File: src/rtl/button_cmd_arbiter_pkg.sv
// Shared front-panel definitions: button count default, button indices,
// arbiter FSM state type and a small sizing helper.
package panel_pkg;

  localparam int unsigned N_BTN_DEFAULT = 5;

  localparam int unsigned BTN_UP     = 0;
  localparam int unsigned BTN_DOWN   = 1;
  localparam int unsigned BTN_LEFT   = 2;
  localparam int unsigned BTN_RIGHT  = 3;
  localparam int unsigned BTN_CENTER = 4;

  typedef enum logic {
    IDLE  = 1'b0,
    OFFER = 1'b1
  } arb_state_e;

  function automatic int unsigned max_u(input int unsigned a, input int unsigned b);
    return (a > b) ? a : b;
  endfunction

endpackage

File: src/rtl/button_cmd_arbiter_chan.sv
// Per-button event channel: press-edge capture, pending bit, overrun pulse.
// Hold-to-repeat counter is built only when BTN_AUTOREPEAT_EN is defined.
module btn_event_chan
  import panel_pkg::*;
#(
  parameter int unsigned HOLD_CYCLES   = 12_500_000,
  parameter int unsigned REPEAT_CYCLES = 5_000_000
) (
  input  logic clock,
  input  logic reset,
  input  logic clean_i,
  input  logic lock_i,
  input  logic clr_i,
  output logic pending_o,
  output logic overrun_o
);

  logic prev_q;
  logic pending_q, pending_d;
  logic overrun_q, overrun_d;
  logic press, rpt, evt;

  assign press = clean_i & ~prev_q & ~lock_i;

`ifdef BTN_AUTOREPEAT_EN
  localparam int unsigned CNT_W = $clog2(max_u(HOLD_CYCLES, REPEAT_CYCLES) + 1);

  logic [CNT_W-1:0] cnt_q, cnt_d, cnt_inc;
  logic             rep_q, rep_d;

  // rep_q selects the target: first HOLD_CYCLES, then every REPEAT_CYCLES
  always_comb begin
    cnt_inc = cnt_q + 1'b1;
    cnt_d   = '0;
    rep_d   = 1'b0;
    rpt     = 1'b0;
    if (clean_i && !lock_i) begin
      cnt_d = cnt_inc;
      rep_d = rep_q;
      if (cnt_inc == (rep_q ? CNT_W'(REPEAT_CYCLES) : CNT_W'(HOLD_CYCLES))) begin
        rpt   = 1'b1;
        cnt_d = '0;
        rep_d = 1'b1;
      end
    end
  end

  always_ff @(posedge clock) begin
    if (!reset) begin
      cnt_q <= '0;
      rep_q <= 1'b0;
    end else begin
      cnt_q <= cnt_d;
      rep_q <= rep_d;
    end
  end
`else
  logic unused_cfg;
  assign unused_cfg = ^{HOLD_CYCLES, REPEAT_CYCLES};
  assign rpt        = 1'b0;
`endif

  assign evt = press | rpt;

  always_comb begin
    pending_d = evt | (pending_q & ~clr_i);
    overrun_d = evt & pending_q;
  end

  always_ff @(posedge clock) begin
    prev_q <= clean_i;
    if (!reset) begin
      pending_q <= 1'b0;
      overrun_q <= 1'b0;
    end else begin
      pending_q <= pending_d;
      overrun_q <= overrun_d;
    end
  end

  assign pending_o = pending_q;
  assign overrun_o = overrun_q;

endmodule

File: src/rtl/button_cmd_arbiter.sv
// Front-panel button command arbiter: per-button event channels feeding a
// round-robin valid/ready command port. Auto-repeat via BTN_AUTOREPEAT_EN.
module button_cmd_arbiter
  import panel_pkg::*;
#(
  parameter int unsigned N_BTN         = N_BTN_DEFAULT,
  parameter int unsigned HOLD_CYCLES   = 12_500_000,
  parameter int unsigned REPEAT_CYCLES = 5_000_000,
  localparam int unsigned ID_W         = $clog2(N_BTN)
) (
  input  logic             clock,
  input  logic             reset,
  input  logic [N_BTN-1:0] clean,
  input  logic             lock,
  output logic             cmd_valid,
  output logic [ID_W-1:0]  cmd_id,
  input  logic             cmd_ready,
  output logic             overrun
);

  logic [N_BTN-1:0] pending, ovr, clr;
  arb_state_e       state_q, state_d;
  logic [ID_W-1:0]  ptr_q, ptr_d;
  logic [ID_W-1:0]  id_q, id_d;
  logic             xfer;
  logic             grant_found;
  logic [ID_W-1:0]  grant_idx;
  int unsigned      idx;

  for (genvar g = 0; g < N_BTN; g++) begin : g_chan
    btn_event_chan #(
      .HOLD_CYCLES   (HOLD_CYCLES),
      .REPEAT_CYCLES (REPEAT_CYCLES)
    ) u_chan (
      .clock     (clock),
      .reset     (reset),
      .clean_i   (clean[g]),
      .lock_i    (lock),
      .clr_i     (clr[g]),
      .pending_o (pending[g]),
      .overrun_o (ovr[g])
    );
  end

  assign xfer = (state_q == OFFER) & cmd_ready;

  always_comb begin
    clr = '0;
    if (xfer) clr[id_q] = 1'b1;
  end

  // first pending bit at or after ptr, wrapping past N_BTN-1
  always_comb begin
    grant_found = 1'b0;
    grant_idx   = '0;
    idx         = 0;
    for (int unsigned k = 0; k < N_BTN; k++) begin
      idx = int'(ptr_q) + k;
      if (idx >= N_BTN) idx = idx - N_BTN;
      if (!grant_found && pending[idx]) begin
        grant_found = 1'b1;
        grant_idx   = ID_W'(idx);
      end
    end
  end

  always_ff @(posedge clock) begin
    if (!reset) begin
      state_q <= IDLE;
      ptr_q   <= '0;
      id_q    <= '0;
    end else begin
      state_q <= state_d;
      ptr_q   <= ptr_d;
      id_q    <= id_d;
    end
  end

  always_comb begin
    state_d = state_q;
    ptr_d   = ptr_q;
    id_d    = id_q;
    case (state_q)
      IDLE: begin
        if (grant_found) begin
          state_d = OFFER;
          id_d    = grant_idx;
        end
      end
      OFFER: begin
        if (cmd_ready) begin
          state_d = IDLE;
          ptr_d   = (id_q == ID_W'(N_BTN - 1)) ? '0 : id_q + 1'b1;
        end
      end
      default: state_d = IDLE;
    endcase
  end

  always_comb begin
    cmd_valid = (state_q == OFFER);
    cmd_id    = id_q;
    overrun   = |ovr;
  end

endmodule
File: config.mk
export PLATFORM = sky130hd
export DESIGN_NAME = button_cmd_arbiter
export DESIGN_NICKNAME = d
export VERILOG_FILES = /design/src/rtl/button_cmd_arbiter_pkg.sv /design/src/rtl/button_cmd_arbiter_chan.sv /design/src/rtl/button_cmd_arbiter.sv
export SDC_FILE = /design/constraint.sdc
export NUM_CORES = 1
export LEC_CHECK = 0
export ABC_AREA = 1
export BUFFER_PORTS_ARGS = -buffer_cell sky130_fd_sc_hd__buf_2
export CORE_UTILIZATION = 48
export CTS_CLUSTER_SIZE = 14
export DETAILED_ROUTE_END_ITERATION = 8
export GPL_TIMING_DRIVEN = 1
export PLACE_DENSITY = 0.65
export RECOVER_POWER = 50
export SLEW_MARGIN = 20
export SYNTH_ARGS = -nofsm -noshare
export SYNTH_HDL_FRONTEND = slang
export SYNTH_SLANG_ARGS = --single-unit
File: constraint.sdc
create_clock -name clock -period 3.4 [get_ports clock]
set_clock_uncertainty 0.2 [all_clocks]
set_input_delay 0.34 -clock clock [delete_from_list [all_inputs] [get_ports clock]]
set_output_delay 0.34 -clock clock [all_outputs]
set_load 0.01 [all_outputs]
Word level (Yosys, flattened, before mapping)
Index checks and enable logic that the tools add are counted.
{ "totals": {"ff_bits": 22, "elab_cells": 123} }
{ "classes": {"n_addsub": 10, "n_lt_le_gt_ge": 12, "n_eq_ne": 1, "muxes": 32, "bitwise": 38, "reduce_logical": 12} }
{ "op_table": {"columns": ["operator", "n"], "rows": [
  ["$lt A32 B4 Y1 const B", 5],
  ["$mux W32", 5],
  ["$and A1 B1 Y1", 21],
  ["$sub A4 B3 Y5 const B", 4],
  ["$mux W3", 6],
  ["$ge A4 B3 Y1 const B", 4],
  ["$bmux W1 S3", 5],
  ["$mux W1", 13],
  ["$not A1 Y1", 12],
  ["$add A3 B2 Y4 const B", 2],
  ["$logic_and A1 B1 Y1", 5],
  ["$mux W5", 1],
  ["$or A1 B1 Y1", 5],
  ["$reduce_or A5 Y1", 1],
  ["$add A3 B1 Y4 const B", 1],
  ["$add A3 B3 Y4 const B", 1],
  ["$logic_not A1 Y1", 4],
  ["$lt A3 B4 Y1 const B", 1],
  ["$reduce_and A2 Y1", 2],
  ["$sub A3 B3 Y4 const B", 1],
  ["$add A3 B1 Y3 const B", 1],
  ["$demux W1 S3", 1],
  ["$eq A3 B3 Y1 const B", 1],
  ["$ge A3 B1 Y1 const B", 1],
  ["other kinds (2)", 2]
]} }

Depth between registers and ports, before layout
{ "depth": {"depth_word": 19, "depth_mapped": 22, "mapped_depth_nobuf": 21} }

Hierarchy
From an unflattened synthesis, not the netlist that was laid out.
{ "hier_totals": {"cells_unflattened": 315, "hier_area_um2": 1948.1} }
{ "modules_own_cells": {"columns": ["module", "n_inst", "cells_per_inst", "area_per_inst_um2", "seq_area_each_um2"], "rows": [
  ["button_cmd_arbiter", 1, 250, 1435.1, 140.1],
  ["btn_event_chan", 5, 13, 102.6, 60.1]
]} }

Worst setup path after synthesis
Ideal clock, no wire load.
{ "synth_timing": {"kind": "flip-flop to flip-flop", "startpoint": "register ptr_q[0]", "endpoint": "register id_q[2], in the netlist cmd_id[2]", "arrival_ps": 2436, "path_slack_ps": 649, "path_stages_with_launch": 18, "n_path_buf": 1, "period_less_slack_ps": 2751, "cell_sequence": "dfxtp_1 -> buf_6 -> clkinv_1 -> ha_1 -> inv_2 -> nand3_1 -> nand2_1 -> nand3_1 -> nand3_1 -> nand3_2 -> nand3_2 -> nand3_2 -> nor2_4 -> nand3_2 -> nand2_4 -> inv_2 -> o21ai_1 -> nor2_1"} }
{ "synth_between": {"elab_chain_len": 18, "elab_cells_between_ends": 48, "classes_between": "9 x add/sub; 5 x order compare; 25 x mux; 9 x reduce/logical"} }
{ "synth_lines": {"columns": ["item", "line", "rtl"], "rows": [
  ["from (decl)", "button_cmd_arbiter.sv:23", "logic [ID_W-1:0] ptr_q, ptr_d;"],
  ["from (signal assigned)", "button_cmd_arbiter.sv:74", "ptr_q <= ptr_d;"],
  ["parallel branches: the longest is 18 deep, another holds $sub A4 B3 Y5", null, null],
  ["to (signal assigned)", "button_cmd_arbiter.sv:75", "id_q <= id_d;"],
  ["to (decl)", "button_cmd_arbiter.sv:24", "logic [ID_W-1:0] id_q, id_d;"]
]} }
Several ways; the timed one is not identified. The select of a mux whose other input is x is not followed.
A chain may end at the register's enable or synchronous reset.

Final worst setup path
{ "layout_timing": {"startpoint": "register ptr_q[1]", "endpoint": "register id_q[2], in the netlist cmd_id[2]"} }
The elaborated chain is that of the path after synthesis.

==> metrics.md <==
| Metric | Value |
|---|---|
| Outcome | `completed` |
| CP peak stage delay | `between 0.4 and 0.5 ns` |
| Post-synth top cells | `74 x nand2_1, 34 x inv_1, 32 x nand3_1` |
| Sw frac | `48.4%` |
| Cts bufs inserted | `3` |
| FP Rows | `22` |
| Final ANT Viol Nets | `0` |
| Remaining DRCs | `0` |
| Final std cells w/o fill | `353` |
| I/O Buffers | `13` |
| Ports | `14` |
| Placed Cells | `roughly 340` |
| Critical Path, Cell by Cell | `inv_1 > ha_1 > inv_1 > ha_1 > inv_1 > nand2_2 > inv_1 > o22ai_1 > nand3_1 > nand2_2 > nand3_2 > nor2_4 > nand3_2 > nand2_4 > inv_2 > o21ai_1 > nor2_1` |
| Pwr Total | `between 1 and 1.5 mW` |
| CTS tree | `done` |
| Synth area leader | `dfxtp_1` |
| Post-CTS Setup Bufs | `0` |
| Combinational share of power | `between 60 and 70%` |
| P&R area growth vs syn | `12.2%` |
| FF+latch count, synth | `22` |
| Relative slew slack | `60.4%` |
| Finished Core Util | `57.0%` |
| GRT Util Overall | `a little under a quarter` |
| Top post-synthesis cells by area | `dfxtp_1 23%, nand2_1 15%, ha_1 9.9%, nand3_1 8.5%, inv_1 6.8%` |
| Fin crit period | `approximately 3 ns` |
| # clock sinks | `22` |
| DR WL/cell | `about 13 um` |
| Initial antenna violation count | `0` |
| Cell Pwr Density | `675 nW/um^2` |
| Most common flop cell mapped by yosys | `dfxtp_1` |
| Fillers | `around 370` |
| Clk network pwr share | `~17%` |
| Synthesized area | `1890 um^2` |
| Int Pwr | `around 0.74 mW` |
| Drt first pass iters | `4` |
| Cells after Synth | `283` |
| Syn nets | `307` |
| YS warnings | `0` |
| Hold Fails Final Rpt | `0` |
| Yosys top cell area share | `roughly a quarter` |
| Layout cells sized above 1 | `17.0%` |
| Multi-input gate area | `about 1300 um^2` |
| Setup violations, final | `0` |
| Core area | `approximately 3700 um^2` |
| Clock transition at the registers of the reported paths | `0.08 ns` |
| Worst Hold Class | `primary input to flip-flop` |
| Final cycle utilization of the critical path | `88.5%` |
| Worst-margin pin slew | `between 0.5 and 0.6 ns` |
| Nets | `330` |
| Reg area | `between 400 and 500 um^2` |
| Gp weighted congestion | `0.944` |
| Crit path max-delay family | `simple AND/OR/NAND/NOR gates` |
| Most frequent CP cell | `inv_1` |
| Crit path capture type | `flip-flop` |
| Post-synth EDFFs | `0` |
| CTS max path bufs | `2` |
| VDD IR-drop max | `approximately 0.44 mV` |
| Arr. time, crit path | `between 2 and 3 ns` |
| WP buf/inv | `5` |
| Part of the Yosys area used for sequential elements | `between 20% and 30%` |
| CP Data Required Time | `approximately 3.4 ns` |
| Slowest cell on crit path | `dfxtp_1` |
| Vias in the first global route | `about 1700` |
| Crit Path Class | `flip-flop to flip-flop` |
| Global-route wire length before repair | `between 7 and 8 mm` |
| Pin count of the biggest net entering global routing | `18` |
| Fin. max-slew vios | `0` |
| Chip Width | `~65 um` |
| Syn_area_per_cell | `6.67 um^2` |
| Synth cell types | `32` |
| Most frequent cell after synthesis | `nand2_1` |
| Setup_tns | `0 ns` |
| Starting Density | `between 50% and 60%` |
| Setup ws final | `0.390 ns` |
| Reg power frac | `approximately 23%` |
| Post_cts resized | `0` |
| DR vias | `between 1500 and 2000` |
| Worst-skew pair later-pin latency | `0.26 ns` |
| Fmax achieved | `332 MHz` |
| GRT Residual Overflow | `0` |
| Leak | `1.03 nW` |
| Crit start category | `flip-flop` |
| CP max FO | `10` |
| DP Wirelength | `~3.6 mm` |
| Antenna diodes | `0` |
| CTS root buffer | `clkbuf_8` |
| Chip Height | `roughly 65 um` |
| Maxcap violations | `0` |
| RSZ-0062 raised after global routing | `false` |
| Final WL | `4.43 mm` |
| Die area | `around 4200 um^2` |
| Initial drt markers | `slightly above 100` |
| Post-DR vias/cell | `around 5` |
| Dpl ws | `roughly 0.40 ns` |
| Ys async rst share | `0%` |
| Sw power | `roughly 0.7 mW` |
| CTS H-Tree Depth | `1` |
[worst paths after layout]
path / from / endpoint / slack (ns) / cells after the start
worst min register to register: g_chan[4].u_chan.prev_q / g_chan[4].u_chan.overrun_o / 0.29 / 3
worst max-delay path: ptr_q[1] / cmd_id[2] / 0.39 / 17
worst min-delay path: lock / g_chan[4].u_chan.overrun_o / 0.20 / 4
worst max register to register: ptr_q[1] / cmd_id[2] / 0.39 / 17
[layer usage]
layer | GRT usage (%) | part of all wire [%]
met3 | 2.29 | 6.6
met1 | 33.7 | 47
met5 | 0 | 0
met2 | 37.9 | 45
met4 | 5.28 | 1.5
[kinds of logic (layout without fill, tap and decap cells)]
group | after synthesis | count (layout) | synth area share, %
AO/OA/AOI/OAI | 31 | 31 | 10.3
XOR/XNOR | 5 | 5 | 2.72
adder cells (fa/ha/maj) | 15 | 15 | 9.94
buffers and inverters | 45 | 67 | 10.2
flip-flops | 22 | 22 | 23.3
AND/OR/NAND/NOR | 165 | 165 | 43.5
[power by group through the flow]
stage	logic (mW)	registers, mW	clock network, mW
4_1_cts	0.864	0.323	0.244
5_1_grt	0.979	0.328	0.256
3_3_place_gp	0.850	0.329	0
6_report	0.866	0.324	0.241
2_1_floorplan	0.691	0.330	0
3_5_place_dp	0.857	0.328	0
[cell usage in the layout, fill, tap and decap left out, types with 3 or more instances in the layout]
master / count
clkinv_1: 3
o22ai_1: 4
clkbuf_1: 3
nor3_1: 7
dlygate4sd3_1: 5
xor2_1: 3
nand3_2: 9
nand3_1: 32
nand2_1: 74
o21ai_0: 10
a21oi_1: 6
clkbuf_8: 3
nor2_1: 23
nand4_1: 5
o21ai_2: 4
inv_1: 34
o21ai_1: 3
buf_2: 10
dfxtp_1: 22
ha_1: 15
inv_2: 5
nand2_2: 7
buf_4: 3
[what timing repair did]
action                                 CTS  global route
hold buffers                             5             0
endpoints found under the hold margin    5             0
setup endpoints to repair                0             0
[flip-flops by register name, indices dropped and copies added (netlist names)]
name / cells
cmd_id: 3
cmd_valid: 1
g_chan.u_chan.overrun_o: 5
g_chan.u_chan.pending_o: 5
g_chan.u_chan.prev_q: 5
ptr_q: 3
[final cells by class]
| cell class | count | area share, % |
|---|---|---|
| Multi-Input combinational cell | 216 | 59.2 |
| Sequential cell | 22 | 20.8 |
| Inverter | 42 | 7.44 |
| Timing Repair Buffer | 21 | 6.32 |
| Tap cell | 48 | 2.84 |
| Clock buffer | 3 | 1.95 |
| Clock inverter | 1 | 1.42 |
[tightest hold or removal path, delay by kind of cell]
kind / cells / cell delay (ns)
buffers and inverters: 1 / 0.12
and+or+nand+nor: 3 / 0.15
[per-stage QoR]
stage / hold WS (ns) / instance area [um^2]
floorplan: 0.168 / 1890
global placement: 0.258 / 2000
detailed placement: 0.260 / 2000
CTS: 0.197 / 2120
global route: 0.212 / 2120
finish: 0.196 / 2120
(Power assumes the default switching activity.)
